**config.mk**
```make
export PLATFORM = sky130hd
export DESIGN_NAME = load_store_unit
export DESIGN_NICKNAME = d
export VERILOG_FILES = /design/src/rtl/lsu_pkg.sv /design/src/rtl/load_store_unit_extend.sv /design/src/rtl/load_store_unit.sv
export SDC_FILE = /design/constraint.sdc
export NUM_CORES = 1
export LEC_CHECK = 0
export ABC_AREA = 1
export CAP_MARGIN = 25
export CORE_UTILIZATION = 42
export DETAILED_ROUTE_END_ITERATION = 12
export HOLD_SLACK_MARGIN = 0.12
export PLACE_DENSITY_LB_ADDON = 0.1
export SYNTH_ARGS = -nofsm -noshare
export SYNTH_HDL_FRONTEND = slang
export SYNTH_SLANG_ARGS = --single-unit
```
**constraint.sdc**
```tcl
create_clock -name clock -period 4.7 [get_ports clock]
set_input_delay 1.175 -clock clock [delete_from_list [all_inputs] [get_ports clock]]
set_output_delay 1.175 -clock clock [all_outputs]
set_load 0.02 [all_outputs]
```
**src/rtl/lsu_pkg.sv**
```systemverilog
// Shared constants for the load/store unit: data width, RV32I size/sign codes
// and the sequencing state enumeration.
package lsu_pkg;

  localparam int XLEN = 32;

  localparam logic [2:0] F3_B  = 3'b000;
  localparam logic [2:0] F3_H  = 3'b001;
  localparam logic [2:0] F3_W  = 3'b010;
  localparam logic [2:0] F3_BU = 3'b100;
  localparam logic [2:0] F3_HU = 3'b101;

  typedef enum logic [2:0] {
    IDLE,
    LOAD,
    MERGE,
    WRITE,
    RESP
  } lsu_state_t;

endpackage

```
**src/rtl/load_store_unit_extend.sv**
```systemverilog
// lsu_extend: picks the addressed byte/half out of a memory word and sign- or
// zero-extends it according to the load size code.
module lsu_extend
  import lsu_pkg::*;
(
  input  logic [XLEN-1:0] word,
  input  logic [1:0]      byte_sel,
  input  logic [2:0]      funct3,
  output logic [XLEN-1:0] data
);

  logic [7:0]  byte_v;
  logic [15:0] half_v;

  always_comb begin
    byte_v = word[{byte_sel, 3'b000} +: 8];
    // Half selection uses only bit 1, so a misaligned half is forced down.
    half_v = byte_sel[1] ? word[31:16] : word[15:0];
    case (funct3)
      F3_B:    data = {{24{byte_v[7]}}, byte_v};
      F3_H:    data = {{16{half_v[15]}}, half_v};
      F3_BU:   data = {24'd0, byte_v};
      F3_HU:   data = {16'd0, half_v};
      default: data = word;
    endcase
  end

endmodule

```
**src/rtl/load_store_unit.sv**
```systemverilog
// Single-outstanding RV32I load/store sequencer in front of an async-read word
// memory. Optional LSU_FAULT_CHECK_EN adds misalignment and range faults.
//
// state | meaning
// IDLE  | ready for a request
// LOAD  | memory word addressed, extended load data captured at cycle end
// MERGE | read-modify: sub-word store data folded into the current word
// WRITE | one-cycle write strobe
// RESP  | one-cycle completion pulse
module load_store_unit
  import lsu_pkg::*;
#(
  parameter int MEM_WORDS = 64
) (
  input  logic            clock,
  input  logic            reset,
  input  logic            req_valid,
  output logic            req_ready,
  input  logic            req_write,
  input  logic [2:0]      req_funct3,
  input  logic [XLEN-1:0] req_addr,
  input  logic [XLEN-1:0] req_wdata,
  output logic            resp_valid,
  output logic [XLEN-1:0] resp_rdata,
  output logic            resp_fault,
  output logic            mem_write_enable,
  output logic [XLEN-1:0] mem_address,
  output logic [XLEN-1:0] mem_write_data,
  input  logic [XLEN-1:0] mem_read_data
);

  if (MEM_WORDS < 1 || MEM_WORDS > 1073741824) begin : g_bad_mem_words
    $error("MEM_WORDS out of range");
  end

  lsu_state_t      state;
  logic [1:0]      addr_lo_q;
  logic [2:0]      funct3_q;
  logic [15:0]     wdata_q;
  logic            fault;
  logic [XLEN-1:0] load_data;
  logic [XLEN-1:0] merged;

  lsu_extend u_extend (
    .word     (mem_read_data),
    .byte_sel (addr_lo_q),
    .funct3   (funct3_q),
    .data     (load_data)
  );

  always_comb begin
    if (req_write) fault = !(req_funct3 inside {F3_B, F3_H, F3_W});
    else           fault = !(req_funct3 inside {F3_B, F3_H, F3_W, F3_BU, F3_HU});
`ifdef LSU_FAULT_CHECK_EN
    if (req_funct3[1:0] == 2'b01 && req_addr[0])          fault = 1'b1;
    if (req_funct3[1:0] == 2'b10 && req_addr[1:0] != 2'b00) fault = 1'b1;
    if ({2'b00, req_addr[31:2]} >= 32'(MEM_WORDS))          fault = 1'b1;
`endif
  end

  always_comb begin
    merged = mem_read_data;
    if (funct3_q == F3_H) begin
      if (addr_lo_q[1]) merged[31:16] = wdata_q;
      else              merged[15:0]  = wdata_q;
    end else begin
      merged[{addr_lo_q, 3'b000} +: 8] = wdata_q[7:0];
    end
  end

  // Outputs default to their idle values each cycle; each state re-asserts
  // only what the following state must present.
  always_ff @(posedge clock or posedge reset) begin
    if (reset) begin
      state            <= IDLE;
      addr_lo_q        <= '0;
      funct3_q         <= '0;
      wdata_q          <= '0;
      req_ready        <= 1'b1;
      resp_valid       <= 1'b0;
      resp_fault       <= 1'b0;
      resp_rdata       <= '0;
      mem_write_enable <= 1'b0;
      mem_address      <= '0;
      mem_write_data   <= '0;
    end else begin
      req_ready        <= 1'b0;
      resp_valid       <= 1'b0;
      resp_fault       <= 1'b0;
      resp_rdata       <= '0;
      mem_write_enable <= 1'b0;
      mem_address      <= '0;
      mem_write_data   <= '0;
      case (state)
        IDLE: begin
          req_ready <= 1'b1;
          if (req_valid && req_ready) begin
            req_ready <= 1'b0;
            addr_lo_q <= req_addr[1:0];
            funct3_q  <= req_funct3;
            wdata_q   <= req_wdata[15:0];
            if (fault) begin
              state      <= RESP;
              resp_valid <= 1'b1;
              resp_fault <= 1'b1;
            end else begin
              mem_address <= {req_addr[31:2], 2'b00};
              if (!req_write) begin
                state <= LOAD;
              end else if (req_funct3 == F3_W) begin
                state            <= WRITE;
                mem_write_enable <= 1'b1;
                mem_write_data   <= req_wdata;
              end else begin
                state <= MERGE;
              end
            end
          end
        end
        LOAD: begin
          state      <= RESP;
          resp_valid <= 1'b1;
          resp_rdata <= load_data;
        end
        MERGE: begin
          state            <= WRITE;
          mem_address      <= mem_address;
          mem_write_enable <= 1'b1;
          mem_write_data   <= merged;
        end
        WRITE: begin
          state      <= RESP;
          resp_valid <= 1'b1;
        end
        RESP: begin
          state     <= IDLE;
          req_ready <= 1'b1;
        end
        default: begin
          state     <= IDLE;
          req_ready <= 1'b1;
        end
      endcase
    end
  end

endmodule

```
## Yosys cells after proc, flatten, opt, wreduce, memory -nomap -nowiden

Cells that the tools add are included.

- Reductions and logical operators: 11
- Eq/ne operators: 11
- $add $sub $neg: 1
- Muxes and demuxes: 32
- Shift operators: 3

Operators with widths:

| cell | count |
|---|---|
| 2-to-1 mux 32 bit | 8 |
| one-hot mux 32 bit (2 select lines) | 2 |
| one-hot mux 32 bit (4 select lines) | 1 |
| 2-to-1 mux 16 bit | 3 |
| bitwise mux 32 bit | 1 |
| variable shift 8 x 7 -> 32 bit (first input constant) | 1 |
| indexed part select 32 x 6 -> 8 bit | 1 |
| indexed part select 8 x 7 -> 32 bit | 1 |
| equality test 3 bit (second input constant) | 4 |
| 2-to-1 mux 1 bit | 10 |
| equality test 3 x 1 -> 1 bit (second input constant) | 3 |
| equality test 3 x 2 -> 1 bit (second input constant) | 3 |
| logical NOT 3 bit | 3 |
| one-hot mux 3 bit (3 select lines) | 1 |
| negation 5 -> 7 bit | 1 |
| 2-to-1 mux 3 bit | 2 |
| one-hot mux 1 bit (2 select lines) | 3 |
| nonzero test 5 bit | 1 |
| nonzero test 3 bit | 1 |
| OR reduction 3 bit | 1 |
| logical NOT 1 bit | 2 |
| 2-to-1 mux 2 bit | 1 |
| != test 2 bit (second input constant) | 1 |
| AND reduction 2 bit | 1 |
| other kinds (2) | 2 |

- Logic and storage cells: 69
- Bits in registers: 124
- Input port bits: 103
- Output and inout bits: 100

## Depth between registers and ports, before layout

- Word-level depth: 7
- Gate-level depth with buffers: 10
- Mapped depth without buffers: 8

## By module

From an unflattened synthesis, not the netlist that was laid out.

- Cells, all modules: 1,020
- Area, all modules: 7,111.8 um^2

By module, submodules not included:

| module | area an instance (um^2) | cells an instance | seq. area each (um^2) | times used |
|---|---|---|---|---|
| load_store_unit | 6,057.1 | 826 | 3,054.2 | 1 |
| lsu_extend | 1,054.8 | 194 | 0.0 | 1 |

## Least setup slack after synthesis

OpenSTA, ideal clock, no wires.

- Path type: register to register
- Start: register addr_lo_q[1]
- End: register mem_write_data[0]
- Cell stages (with the launch flop): 11
- Path buffers: 2
- Clock period less this slack: 2.176 ns
- Arrival time: 2.093 ns
- Path slack: 2.524 ns
- Library setup time: 0.083 ns
- Data required time: 4.617 ns
- Path through: dfrtp_1 -> buf_4 -> inv_1 -> clkbuf_1 -> ha_1 -> clkinv_1 -> nor3_1 -> nand2_1 -> nand3_1 -> nand3_1 -> o21ai_0

- Longest elaborated chain between the ends: 5
- Elaborated cells between the ends (all ways): 7
- Classes of those cells: 1 x add/sub; 2 x shift; 4 x mux

RTL lines:

| what | RTL line | RTL |
|---|---|---|
| start, declared | load_store_unit.sv:37 | `logic [1:0] addr_lo_q;` |
| start signal, assigned | load_store_unit.sv:99 | `addr_lo_q <= req_addr[1:0];` |
| negation 5 -> 7 bit | load_store_unit.sv:67 | `merged[{addr_lo_q, 3'b000} +: 8] = wdata_q[7:0];` |
| indexed part select 8 x 7 -> 32 bit or variable shift 8 x 7 -> 32 bit (tied branches) | load_store_unit.sv:67 |  |
| bitwise mux 32 bit | load_store_unit.sv:67 |  |
| 2-to-1 mux 32 bit (*) | load_store_unit.sv:63 | `if (funct3_q == F3_H) begin` |
| one-hot mux 32 bit (2 select lines) (*) | load_store_unit.sv:94 | `case (state)` |
| end signal, assigned | load_store_unit.sv:113 | `mem_write_data <= req_wdata;` |
| end signal, assigned | load_store_unit.sv:129 | `mem_write_data <= merged;` |
| end, declared | load_store_unit.sv:28 | `output logic [XLEN-1:0] mem_write_data,` |

Mark *: on every way between the ends. The rest lies on a longest branch, timed or not.
A chain may end at the register's enable or synchronous reset.

## Worst setup path in the final report

- Start: input req_valid
- End: register mem_address[18]

- Longest elaborated chain between the ends: 3

RTL lines:

| what | RTL line | RTL |
|---|---|---|
| start, declared | load_store_unit.sv:17 | `input logic req_valid,` |
| logical AND 1 bit | load_store_unit.sv:97 | `if (req_valid && req_ready) begin` |
| 2-to-1 mux 32 bit | load_store_unit.sv:97 |  |
| one-hot mux 32 bit (2 select lines) | load_store_unit.sv:94 |  |
| end signal, assigned | load_store_unit.sv:107 | `mem_address <= {req_addr[31:2], 2'b00};` |
| end signal, assigned | load_store_unit.sv:127 | `mem_address <= mem_address;` |
| end, declared | load_store_unit.sv:27 | `output logic [XLEN-1:0] mem_address,` |

Every way passes these cells.

==> results.yml <==
route:
  avgViaCountPerCell: 5.303
  dr.pass1.iters: 5
  drt-wirelength-per-cell_um: 16.53
  routed_wl_mm: 19.50
  met3_length_mm: 1.581
  ant_nets: 0
  drcViolationCount: 0
  highest_layer: "met4"
  wl_met2_mm: 8.936
  drt-initial-drc-count: 652
  vias: 6257
  met1Wirelength_mm: 8.424
worst_setup_path:
  slowest_delay_ns: 0.65
  cp-start-kind: "input port"
  r2r-end: "mem_write_data[1]"
  crit_slowest_cell: "nor2_4"
  worstRegToRegCells: 8
  crit_path_frequent_cell: "nand2_1"
  critPathLaunch: "req_valid"
  endpoint: "mem_address[18]"
  crit_required_ns: 5.05
  r2r_setup_slack_ns: 2.16
  endpoint_kind: "flip-flop"
  reg2reg_from: "addr_lo_q[0]"
  path_cells: "clkdlybuf4s50_1 > nand2_1 > nor2_4 > buf_4 > nand3_1 > nand2_1"
  worstPathArrival_ns: 3.10
  crit_type: "input port to flip-flop"
  cp_max_fo: 35
placed_design:
  place_area_um2: 8233
  post-place-ws_ns: 1.538
  dp_hpwl_mm: 13.70
  io_buffers: 200
  gp_congestion: 0.9169
timing:
  maxSlewViolCount: 0
  fmax_mhz: 364.1
  tightest_slew_ns: 0.9269
  hold_violations: 0
  fin_skew_ns: 0.01191
  finalSetupViolCount: 0
  max_slew_margin_pct: 38.14
  rsz0062_at_grt: "no"
  min_period_ns: 2.746
  layout_worst_path_cycle_share_pct: 58.43
  timing.final.ws_setup_ns: 1.954
  setup_tns_ns: 0
floorplan:
  die_w_um: 122.7
  core_area_um2: 14040
  die_y_um: 122.7
  start_util_pct: 43.56
  rows: 43
  ios: 203
  die_area_um2: 15050
cts:
  ctsResizeCount: 0
  hold_buffers: 0
  cts.clk_slew.worst_paths_ns: 0.06
  clk_path_buf_depth: 2
  clkLatencyLatePin_ns: 0.42
  postCtsSetupRepairBufs: 0
  h-tree-depth: 4
  cts_sinks: 122
  cts_tree: "built"
  numCtsBuffers: 17
  cts_root_buffer: "clkbuf_16"
logic_synthesis:
  yosys.area.top_type_share_pct: 49.50
  ys_seq_area_share_pct: 49.93
  synth.area.top_cells: "dfrtp_1 49%, nand2_1 11%, o21ai_0 9.9%"
  netlist_top_cells_count: "185 x nand2_1, 121 x dfrtp_1, 121 x o21ai_0"
  yosysWarnings: 0
  async_reset_ff_share_pct: 100.0
  synthDistinctLibCells: 26
  synth-edff-count: 0
  syn_area_um2: 6117
  synth_flop_cell: "dfrtp_1"
  syn_area_per_cell_um2: 7.608
  syn-instance-count: 804
  ys_ff_latch: 122
  synth.most_common_cell: "nand2_1"
  yosys.area.top_type: "dfrtp_1"
cells_and_area:
  area_growth_pct: 44.36
  antenna_cells: 0
  final_nets: 1095
  design_area_um2: 8831
  drive_gt1_share_pct: 5.700
grt:
  grt.total_usage_pct: 26.52
  antenna_found_initial: 0
  grt-ovfl-total: 0
  grt_pass1_vias: 5783
  grt_max_degree: 84
  grt_pass1_wl_mm: 30.04
run_status:
  status: "completed"
min_path:
  holdCritPathClass: "flip-flop to flip-flop"
power:
  leakagePower_nw: 4.149
  peakVddDrop_mv: 0.3676
  power_density_nw_per_um2: 583.0
run:
  max_cap_viol_count: 0
==> registers in the layout, summed over array words and instances (netlist names) <==
signal,cells
mem_write_data,32
resp_rdata,32
mem_address,30
wdata_q,16
funct3_q,3
state,3
addr_lo_q,2
mem_write_enable,1
req_ready,1
resp_fault,1
resp_valid,1
==> logic make-up (layout without fill, tap and decap cells) <==
group / Yosys count / in the layout / share of synthesized area (%)
adder cells (fa/ha/maj): 5 / 5 / 1.023
multiplexers: 1 / 1 / 0.1841
other: 1 / 2 / 0.06130
buffers and inverters: 118 / 313 / 7.957
flip-flops: 122 / 122 / 49.93
AO/OA/AOI/OAI: 157 / 157 / 13.30
AND/OR/NAND/NOR: 400 / 400 / 27.55
==> how the worst min path moves through the flow <==
stage / startpoint / endpoint / slack [ns] / depth (start not counted)
after floorplan: state[2] / req_ready / 0.46 / 2
after global placement: mem_address[12] / mem_address[12] / 0.46 / 2
after detailed placement: mem_address[23] / mem_address[23] / 0.47 / 2
after CTS: mem_address[2] / mem_address[2] / 0.48 / 2
after global routing: mem_address[31] / mem_address[31] / 0.50 / 2
final: mem_address[2] / mem_address[2] / 0.48 / 2
==> layout make-up <==
cell class / instances / area, um2
inverter: 70 / 265.3
timing repair buffer: 211 / 2097
fill: 1267 / 5211
clock inverter: 9 / 120.1
sequential: 122 / 3055
multi-input combinational: 565 / 2590
clock buffer: 23 / 478.0
tap: 180 / 225.2
==> critical path: cells and delay by family <==
family                 cells  cell delay (ns)
buffers and inverters      2             0.90
and+or+nand+nor            4             1.02
==> layout by cell type, fill, tap and decap left out <==
cell type,count
clkdlybuf4s50_1,200
nand2_1,185
o21ai_0,121
dfrtp_1,120
nand3_1,93
nor2_1,85
inv_1,63
nor3_1,27
a21oi_1,24
clkbuf_16,17
o211ai_1,10
buf_4,10
clkinv_2,6
ha_1,5
or2_2,4
inv_2,3
clkinv_1,3
clkbuf_8,3
clkbuf_1,3
bufinv_16,3
nor2_2,2
conb_1,2
nor2_4,1
mux2_2,1
nor3_4,1
o21a_1,1
o21ai_1,1
nand3_2,1
nand2_2,1
inv_4,1
dfrtp_2,1
buf_12,1
dfstp_2,1
==> power by group <==
| part | internal, mW | switching [mW] | total [mW] |
|---|---|---|---|
| sequential | 1.34 | 0.192 | 1.53 |
| clock | 0.870 | 0.468 | 1.34 |
| combinational | 0.826 | 1.45 | 2.28 |
| total | 3.04 | 2.11 | 5.15 |
==> routing by layer <==
layer | vias up | track usage [%]
li1 | 2978 | -
met1 | 2939 | 37.25
met2 | 302 | 39.61
met3 | 38 | 5.065
met4 | 0 | 11.74
met5 | - | 0
==> metrics by stage <==
stage                     power [mW]  cells  util [%]  hold WS [ns]
after CTS                      5.139   1180     62.89        0.4808
after detailed placement       3.788   1148     58.63        0.4652
after global placement         3.776   1148     58.63        0.4622
final                          5.148   1180     62.89        0.4765
after global routing           5.465   1180     62.89        0.5020
after floorplan                2.942    805         -        0.4609
No activity file was read; power rests on OpenSTA's default activity.
